File: config.mk
export PLATFORM = sky130hd
export DESIGN_NAME = demux2_stream
export DESIGN_NICKNAME = d
export VERILOG_FILES = /design/src/rtl/demux2_pkg.sv /design/src/rtl/demux2_slot.sv /design/src/rtl/demux2_stream.sv
export SDC_FILE = /design/constraint.sdc
export NUM_CORES = 1
export LEC_CHECK = 0
export CORE_MARGIN = 3
export CORE_UTILIZATION = 46
export CTS_CLUSTER_SIZE = 16
export DETAILED_ROUTE_END_ITERATION = 7
export PLACE_DENSITY_LB_ADDON = 0.05
export SYNTH_ARGS = -nofsm -noshare
export SYNTH_HDL_FRONTEND = slang
export SYNTH_HIERARCHICAL = 1
export SYNTH_SLANG_ARGS = --single-unit
File: constraint.sdc
create_clock -name i_clk -period 2.63 [get_ports i_clk]
set_clock_uncertainty 0.1 [all_clocks]
set_input_delay 0.3945 -clock i_clk [delete_from_list [all_inputs] [get_ports i_clk]]
set_output_delay 0.3945 -clock i_clk [all_outputs]
set_load 0.1 [all_outputs]
File: src/rtl/demux2_pkg.sv
// Shared types and constants for the two-way packet stream demultiplexer.
package demux2_pkg;

  localparam int unsigned DW_DEF = 8;
  localparam int unsigned CNT_W  = 16;

  typedef enum logic {
    IDLE = 1'b0,
    LOCK = 1'b1
  } state_t;

endpackage

File: src/rtl/demux2_slot.sv
// One-entry output register for a single channel: holds valid/data/last
// until the sink takes it, and reports whether it can take a new beat now.
module demux2_slot
  import demux2_pkg::*;
#(
  parameter int unsigned DW = DW_DEF
) (
  input  logic          clk,
  input  logic          rst,
  input  logic          load,
  input  logic [DW-1:0] load_data,
  input  logic          load_last,
  input  logic          ready,
  output logic          valid,
  output logic [DW-1:0] data,
  output logic          last,
  output logic          space_c
);

  // Free this cycle if empty or draining, so refill and drain can overlap.
  assign space_c = !valid || ready;

  // Output register: load wins over drain so back-to-back beats have no bubble.
  always_ff @(posedge clk or posedge rst) begin
    if (rst) begin
      valid <= 1'b0;
      data  <= '0;
      last  <= 1'b0;
    end else if (load) begin
      valid <= 1'b1;
      data  <= load_data;
      last  <= load_last;
    end else if (ready) begin
      valid <= 1'b0;
    end
  end

endmodule

File: src/rtl/demux2_stream.sv
// Two-way packet demultiplexer: the first beat's select steers the whole
// packet to channel 0 or 1. Optional per-channel delivered-beat counters
// are built when DEMUX2_STREAM_CNT_EN is defined.
module demux2_stream
  import demux2_pkg::*;
#(
  parameter int unsigned DW = DW_DEF
) (
  input  logic             i_clk,
  input  logic             i_rst,
  input  logic             i_valid,
  output logic             o_ready,
  input  logic [DW-1:0]    i_data,
  input  logic             i_last,
  input  logic             i_sel,
  output logic             o_valid0,
  input  logic             i_ready0,
  output logic [DW-1:0]    o_data0,
  output logic             o_last0,
  output logic             o_valid1,
  input  logic             i_ready1,
  output logic [DW-1:0]    o_data1,
  output logic             o_last1,
`ifdef DEMUX2_STREAM_CNT_EN
  output logic [CNT_W-1:0] o_cnt0,
  output logic [CNT_W-1:0] o_cnt1,
`endif
  output logic             o_busy
);

  state_t state_q, state_d;
  logic   sel_q, sel_d;
  logic   target_c;
  logic   space0_c, space1_c;
  logic   accept_c;

  // Packet target: live select on a packet start, latched select mid-packet.
  assign target_c = (state_q == LOCK) ? sel_q : i_sel;
  assign o_ready  = target_c ? space1_c : space0_c;
  assign accept_c = i_valid && o_ready;
  assign o_busy   = (state_q == LOCK);

  // State and latched-select registers.
  always_ff @(posedge i_clk or posedge i_rst) begin
    if (i_rst) begin
      state_q <= IDLE;
      sel_q   <= 1'b0;
    end else begin
      state_q <= state_d;
      sel_q   <= sel_d;
    end
  end

  // Next-state: lock onto a destination for multi-beat packets.
  always_comb begin
    state_d = state_q;
    sel_d   = sel_q;
    case (state_q)
      IDLE: begin
        if (accept_c && !i_last) begin
          state_d = LOCK;
          sel_d   = i_sel;
        end
      end
      LOCK: begin
        if (accept_c && i_last) begin
          state_d = IDLE;
        end
      end
      default: state_d = IDLE;
    endcase
  end

  demux2_slot #(.DW(DW)) u_slot0 (
    .clk       (i_clk),
    .rst       (i_rst),
    .load      (accept_c && !target_c),
    .load_data (i_data),
    .load_last (i_last),
    .ready     (i_ready0),
    .valid     (o_valid0),
    .data      (o_data0),
    .last      (o_last0),
    .space_c   (space0_c)
  );

  demux2_slot #(.DW(DW)) u_slot1 (
    .clk       (i_clk),
    .rst       (i_rst),
    .load      (accept_c && target_c),
    .load_data (i_data),
    .load_last (i_last),
    .ready     (i_ready1),
    .valid     (o_valid1),
    .data      (o_data1),
    .last      (o_last1),
    .space_c   (space1_c)
  );

`ifdef DEMUX2_STREAM_CNT_EN
  // Delivered-beat counters, wrapping naturally at the counter width.
  always_ff @(posedge i_clk or posedge i_rst) begin
    if (i_rst) begin
      o_cnt0 <= '0;
      o_cnt1 <= '0;
    end else begin
      if (o_valid0 && i_ready0) o_cnt0 <= o_cnt0 + CNT_W'(1);
      if (o_valid1 && i_ready1) o_cnt1 <= o_cnt1 + CNT_W'(1);
    end
  end
`endif

endmodule

### Yosys cells after proc, flatten, opt, wreduce, memory -nomap -nowiden

Index checks and enable logic that the tools add are counted.

| storage, ports and cells | value |
|---|---|
| logic and storage cells | 32 |
| register bits after elaboration | 22 |
| bits of input ports | 15 |
| output and inout bits | 22 |

| operators by class | value |
|---|---|
| mux-type cells | 9 |
| reductions and logical operators | 14 |
| bitwise operators | 1 |

Operators by type and width:

| operator | count |
|---|---|
| 1-bit 2-to-1 mux | 8 |
| 1-bit logical AND | 5 |
| 1-bit logical NOT | 4 |
| 2-bit nonzero test | 2 |
| 1-bit logical OR | 2 |
| 1-bit case mux with 2 select lines | 1 |
| 2-bit AND reduction | 1 |
| 1-bit inverter | 1 |

### Depth between registers and ports, before layout

Gate-level depths: netlist (run 1).

| logic depth | value |
|---|---|
| depth after elaboration | 7 |
| mapped depth | 5 |

### Modules after synthesis

Netlist (run 1), hierarchy kept.

By module, submodules not included:

| module | area each (sq um) | cells each | sequential area each (sq um) | instances |
|---|---|---|---|---|
| demux2_slot | 412.9 | 23 | 250.2 | 2 |
| demux2_stream | 145.1 | 16 | 50.0 | 1 |

### Least setup slack after synthesis (run 1)

Ideal clock, no wire load.

| timing path | value |
|---|---|
| path type | register -> output |
| start | reg with a tool-made name |
| end | out o_ready |
| data required time | 2135 ps |
| setup slack | 361 ps |
| cell stages (with the launch flop) | 3 |
| arrival time | 1775 ps |
| path through | dfrtp_1 mux2i_1 mux2_4 |

RTL lines:

| item | RTL line | RTL |
|---|---|---|
| end, declared | demux2_stream.sv:12 | `output logic o_ready,` |

### Worst setup path in the final report (run 1)

| timing path | value |
|---|---|
| start | in i_sel |
| end | out o_ready |

| on the way | value |
|---|---|
| cells in the longest elaborated chain, start to end | 2 |

Ends and longest elaborated chain:

| item | RTL line | RTL |
|---|---|---|
| start, declared | demux2_stream.sv:15 | `input logic i_sel,` |
| 1-bit 2-to-1 mux | demux2_stream.sv:38 | `assign target_c = (state_q == LOCK) ? sel_q : i_sel;` |
| 1-bit 2-to-1 mux | demux2_stream.sv:39 | `assign o_ready = target_c ? space1_c : space0_c;` |

Every way passes these cells.

==> results_dict.tcl, run 1 <==
set metrics [dict create \
    viasPerCell 4.82 \
    slew_headroom_pct 71.4 \
    grt_pass1_wl_um 3190 \
    met2_length_um 907 \
    wl_um 1870 \
    ioPinCount 37 \
    detailed_place_hpwl_um 1410 \
    tightest_slew_ns 0.428 \
    htreeDepth 1 \
    arrival_ns 1.67 \
    yosys.area.top_type "dfrtp_1" \
    report.final.slew_viol_count 0 \
    cts_root_buffer "clkbuf_4" \
    tns_ns 0 \
    avgSynthCellArea_um2 15.7 \
    die-area_um2 2700 \
    period_needed_ns 2.17 \
    ant_nets 0 \
    antenna_cells 0 \
    multi_input_area_um2 383 \
    maxCapViolCount 0 \
    syn_area_um2 971 \
    routedWlPerCell_um 14.9 \
    period_share_pct 82.3 \
    cts.clk_slew.worst_paths_ns 0.12 \
    vias 607 \
    top_layer_used "met4" \
    cp-start-kind "primary input" \
    cts_tree "built" \
    routed-wl-met3_um 116 \
    fin_nets 117 \
    fmax_ghz 0.462 \
    drt_iter0_markers 5 \
    synth_top_area_share_pct 56.7 \
    yosysWarnings 6 \
    wl_met1_um 829 \
    gp_congestion 0.704 \
    regArea_um2 551 \
    die_x_um 51.9 \
    nFillCells 133 \
    worstReg2RegEnd "u_slot0/data[6]" \
    drive_above_1_share_pct 47.5 \
    hold_buffers 0 \
    setup_viol 0 \
    crit_start "i_sel" \
    hold_class "in -> async" \
    critPathMaxFanout 4 \
    antenna_found_initial 0 \
    core_region_area_um2 1860 \
    status "completed" \
    areaGrowthSynthToFinish_pct 38.1 \
    clk_path_buf_depth 2 \
    r2r_slack_ns 0.86 \
    critical_path_class "in -> out" \
    endpoint_kind "primary output" \
    cts_sinks 22 \
    cts_buffers 3 \
    synth_nets 77 \
    rr_worst_depth 3 \
    synth_seq_cells 22 \
    hold_viol 0 \
    final_cell_mix "dfrtp_1, buf_4, mux2_4" \
    clk_latency_ns 0.30 \
    grt_pass1_vias 638 \
    grt_use_total_pct 16.5 \
    pre_cts_slack_ns 0.457 \
    postCtsSetupRepairBufs 0 \
    overflow 0 \
    initial_utilization_pct 52.3 \
    rsz0062_at_grt "no" \
    grt_start_max_net_pins 13 \
    post_cts_resized 0 \
    timing.hold.ws_ns 0.177 \
    ys_seq_area_share_pct 56.7 \
    yosysUniqueCellTypes 14 \
    syn_inst 62 \
    firstDrtPassIters 3 \
    die_h_um 51.9 \
    final_util_pct 72.2 \
    worst_slack_ns 0.465 \
    fp-row-count 15 \
    drc 0 \
    worstPathRequired_ns 2.14 \
    synth.area.top_cells "dfrtp_1, mux2_4, nand2b_1, buf_6, inv_1" \
    io_buffers 36 \
]
-- metrics by stage --
stage / area, µm² / cells
4_1_cts: 1340 / 126
3_5_place_dp: 1310 / 122
3_3_place_gp: 1310 / 122
6_report: 1340 / 126
2_1_floorplan: 971 / 62
5_1_grt: 1340 / 126
-- synthesized netlist by cell type (all sizes together) --
cell and n:
mux2i 1, nand2 1, a21oi 2, nand2b 4, nor2 2, and3 1, nor3b 1, inv 4
a31oi 1, mux2 20, dfrtp 22, buf 2, a311oi 1
-- flip-flops by register name, summed over array words and instances, names as in the netlist, named ones only --
| name | count |
|---|---|
| u_slot0/data | 8 |
| u_slot1/last | 1 |
| sel_q | 1 |
| u_slot1/data | 8 |
| u_slot1/valid | 1 |
| u_slot0/last | 1 |
| u_slot0/valid | 1 |
-- worst max-delay path, cell delays in order --
cell and delay, ns:
clkdlybuf4s50_1 0.46, mux2i_1 0.29, mux2_4 0.36, buf_12 0.17
-- per-layer routing --
layer / vias up / GRT usage, %
li1: 290 / -
met5: - / 0
met2: 22 / 26.2
met1: 293 / 21.7
met3: 2 / 4.01
met4: 0 / 6.55
-- layout make-up --
type / count / area share, %
inverters: 4 / 1.12
clock buffers: 4 / 2.71
flip-flops and latches: 22 / 41.0
well taps: 25 / 2.33
multi-input cells: 34 / 28.5
repair buffers: 37 / 24.3
-- kinds of logic after synthesis --
kind of cell / share of synthesized area [%]
DFF: 56.7
muxes: 31.6
and+or+nand+nor: 5.28
buffers and inverters: 3.87
AOI/OAI and AO/OA: 2.58
-- worst max-delay path by stage --
stage / to / slack [ns] / cells after the start
global placement: o_ready / 0.50 / 4
detailed placement: u_slot0/data[4] / 0.46 / 4
floorplan: o_ready / 0.36 / 2
finish: o_ready / 0.46 / 4
CTS: o_ready / 0.46 / 4
global route: o_ready / 0.41 / 4
Power of run 1 is left out: the tool's default activity adds up to more than one toggle a clock period on the data nets, which glitch-free logic cannot reach.
==> run 2: changes to the inputs <==
- CORE_ASPECT_RATIO: not set -> 0.6
- CORE_UTILIZATION: 46 -> 42
- clock period: 2.63 -> 2.2 ns (I/O delays scaled with it)
==> run 2 against run 1 <==
  * First-iteration DRC count grew to 4.0 times the previous value
  * Final area is 2.3% higher
  * Sequential share of layout area is 0.84 points lower
  * Register-to-register slack worse by 0.39 ns
  * Non-clock buffer count is 1 higher
  * Routed wire length is 11% higher
  * Worst hold slack better by 0.0064 ns
  * Die area is 9.1% higher
  * Utilization is 4.0 points lower
  * Critical path type unchanged
  * Highest routed layer is now met3
==> results_dict.tcl, run 2 (synthesis results as in run 1) <==
set metrics [dict create \
    grt_start_max_net_pins 13 \
    cts.clk_slew.worst_paths_ns 0.07 \
    worstPathRequired_ns 1.77 \
    hold_class "in -> async" \
    postCtsSetupRepairBufs 0 \
    cts_root_buffer "clkbuf_8" \
    slew_headroom_pct 71.2 \
    cts_tree "built" \
    critPathMaxFanout 4 \
    regArea_um2 552 \
    tightest_slew_ns 0.431 \
    viasPerCell 4.86 \
    worst-path-buf-inv 2 \
    grt_use_total_pct 15.1 \
    endpoint_kind "primary output" \
    worst_slack_ns 0.152 \
    fp-row-count 12 \
    cts_sinks 22 \
    cts_buffers 3 \
    maxCapViolCount 0 \
    fin_nets 118 \
    die_h_um 43.2 \
    routedWlPerCell_um 15.9 \
    initial_utilization_pct 48.3 \
    htreeDepth 1 \
    report.final.slew_viol_count 0 \
    r2r_slack_ns 0.47 \
    overflow 0 \
    hold_viol 0 \
    cp-start-kind "primary input" \
    period_needed_ns 2.05 \
    grt_pass1_vias 658 \
    critPathTopFamily "buffers and inverters" \
    worstReg2RegEnd "u_slot0/data[6]" \
    antenna_found_initial 0 \
    crit_start "i_sel" \
    ioPinCount 37 \
    post_cts_resized 0 \
    core_region_area_um2 2010 \
    wl_um 2070 \
    status "completed" \
    clk_latency_ns 0.25 \
    drive_above_1_share_pct 49.0 \
    fmax_ghz 0.488 \
    hold_buffers 0 \
    final_cell_mix "buf_4, dfrtp_1, mux2_4" \
    tns_ns 0 \
    multi_input_area_um2 383 \
    drc 0 \
    ant_nets 0 \
    drt_iter0_markers 20 \
    dpl_cell_area_um2 1320 \
    cp_cell_sequence "clkdlybuf4s50_1, mux2i_1, mux2_4, buf_12" \
    final_common_cell "buf_4" \
    areaGrowthSynthToFinish_pct 41.4 \
    pre_cts_slack_ns 0.132 \
    clk_path_buf_depth 2 \
    stdcell_area_um2 1370 \
    setup_viol 0 \
    firstDrtPassIters 4 \
    nFillCells 146 \
    grt_pass1_wl_um 3220 \
    rsz0062_at_grt "no" \
    gp_congestion 0.809 \
    cp_slowest_stage_delay_ns 0.47 \
    antenna_cells 0 \
    vias 632 \
    arrival_ns 1.62 \
    period_share_pct 93.1 \
    reg.largest.list "u_slot0/data x8, u_slot1/data x8" \
    rr_worst_depth 3 \
    detailed_place_hpwl_um 1620 \
    cp_slowest_cell "clkdlybuf4s50_1" \
    io_buffers 36 \
    die-area_um2 2940 \
    critical_path_class "in -> out" \
    die_x_um 68.1 \
]
[run 2: cell count changes in the layout (fill, tap and decap cells not counted), sizes merged]
cell | before | now
buf | 23 | 24
[run 2: area by class of cell]
class | count | share of cell area (%)
sequential | 22 | 40.2
multi-input combinational | 34 | 27.9
timing repair buffer | 38 | 24.2
clock buffer | 4 | 4.01
tap | 28 | 2.55
inverter | 4 | 1.09
[run 2: worst max-delay path by stage]
stage	cells past startpoint	slack, ns	to
global placement	4	0.19	u_slot0/data[5]
floorplan	4	0.17	u_slot0/data[0]
detailed placement	4	0.13	u_slot0/data[6]
CTS	4	0.18	o_ready
global route	4	0.09	o_ready
finish	4	0.15	o_ready
[run 2: through the flow]
| stage | hold slack, ns | util [%] | std cells |
|---|---|---|---|
| after floorplan | -0.0289 | - | 62 |
| after detailed placement | 0.400 | 65.5 | 126 |
| after global placement | 0.397 | 65.5 | 126 |
| after CTS | 0.177 | 68.2 | 130 |
| after global routing | 0.203 | 68.2 | 130 |
| final | 0.184 | 68.2 | 130 |
[run 2: per-layer routing]
metal | vias to the layer above | share of wire (%) | track usage (%)
li1 | 292 | - | -
met1 | 309 | 48 | 21.7
met2 | 31 | 44 | 21.1
met3 | 0 | 8.3 | 6.88
met4 | 0 | 0 | 1.98
met5 | - | 0 | 0
Power of run 2 is left out for the same reason.
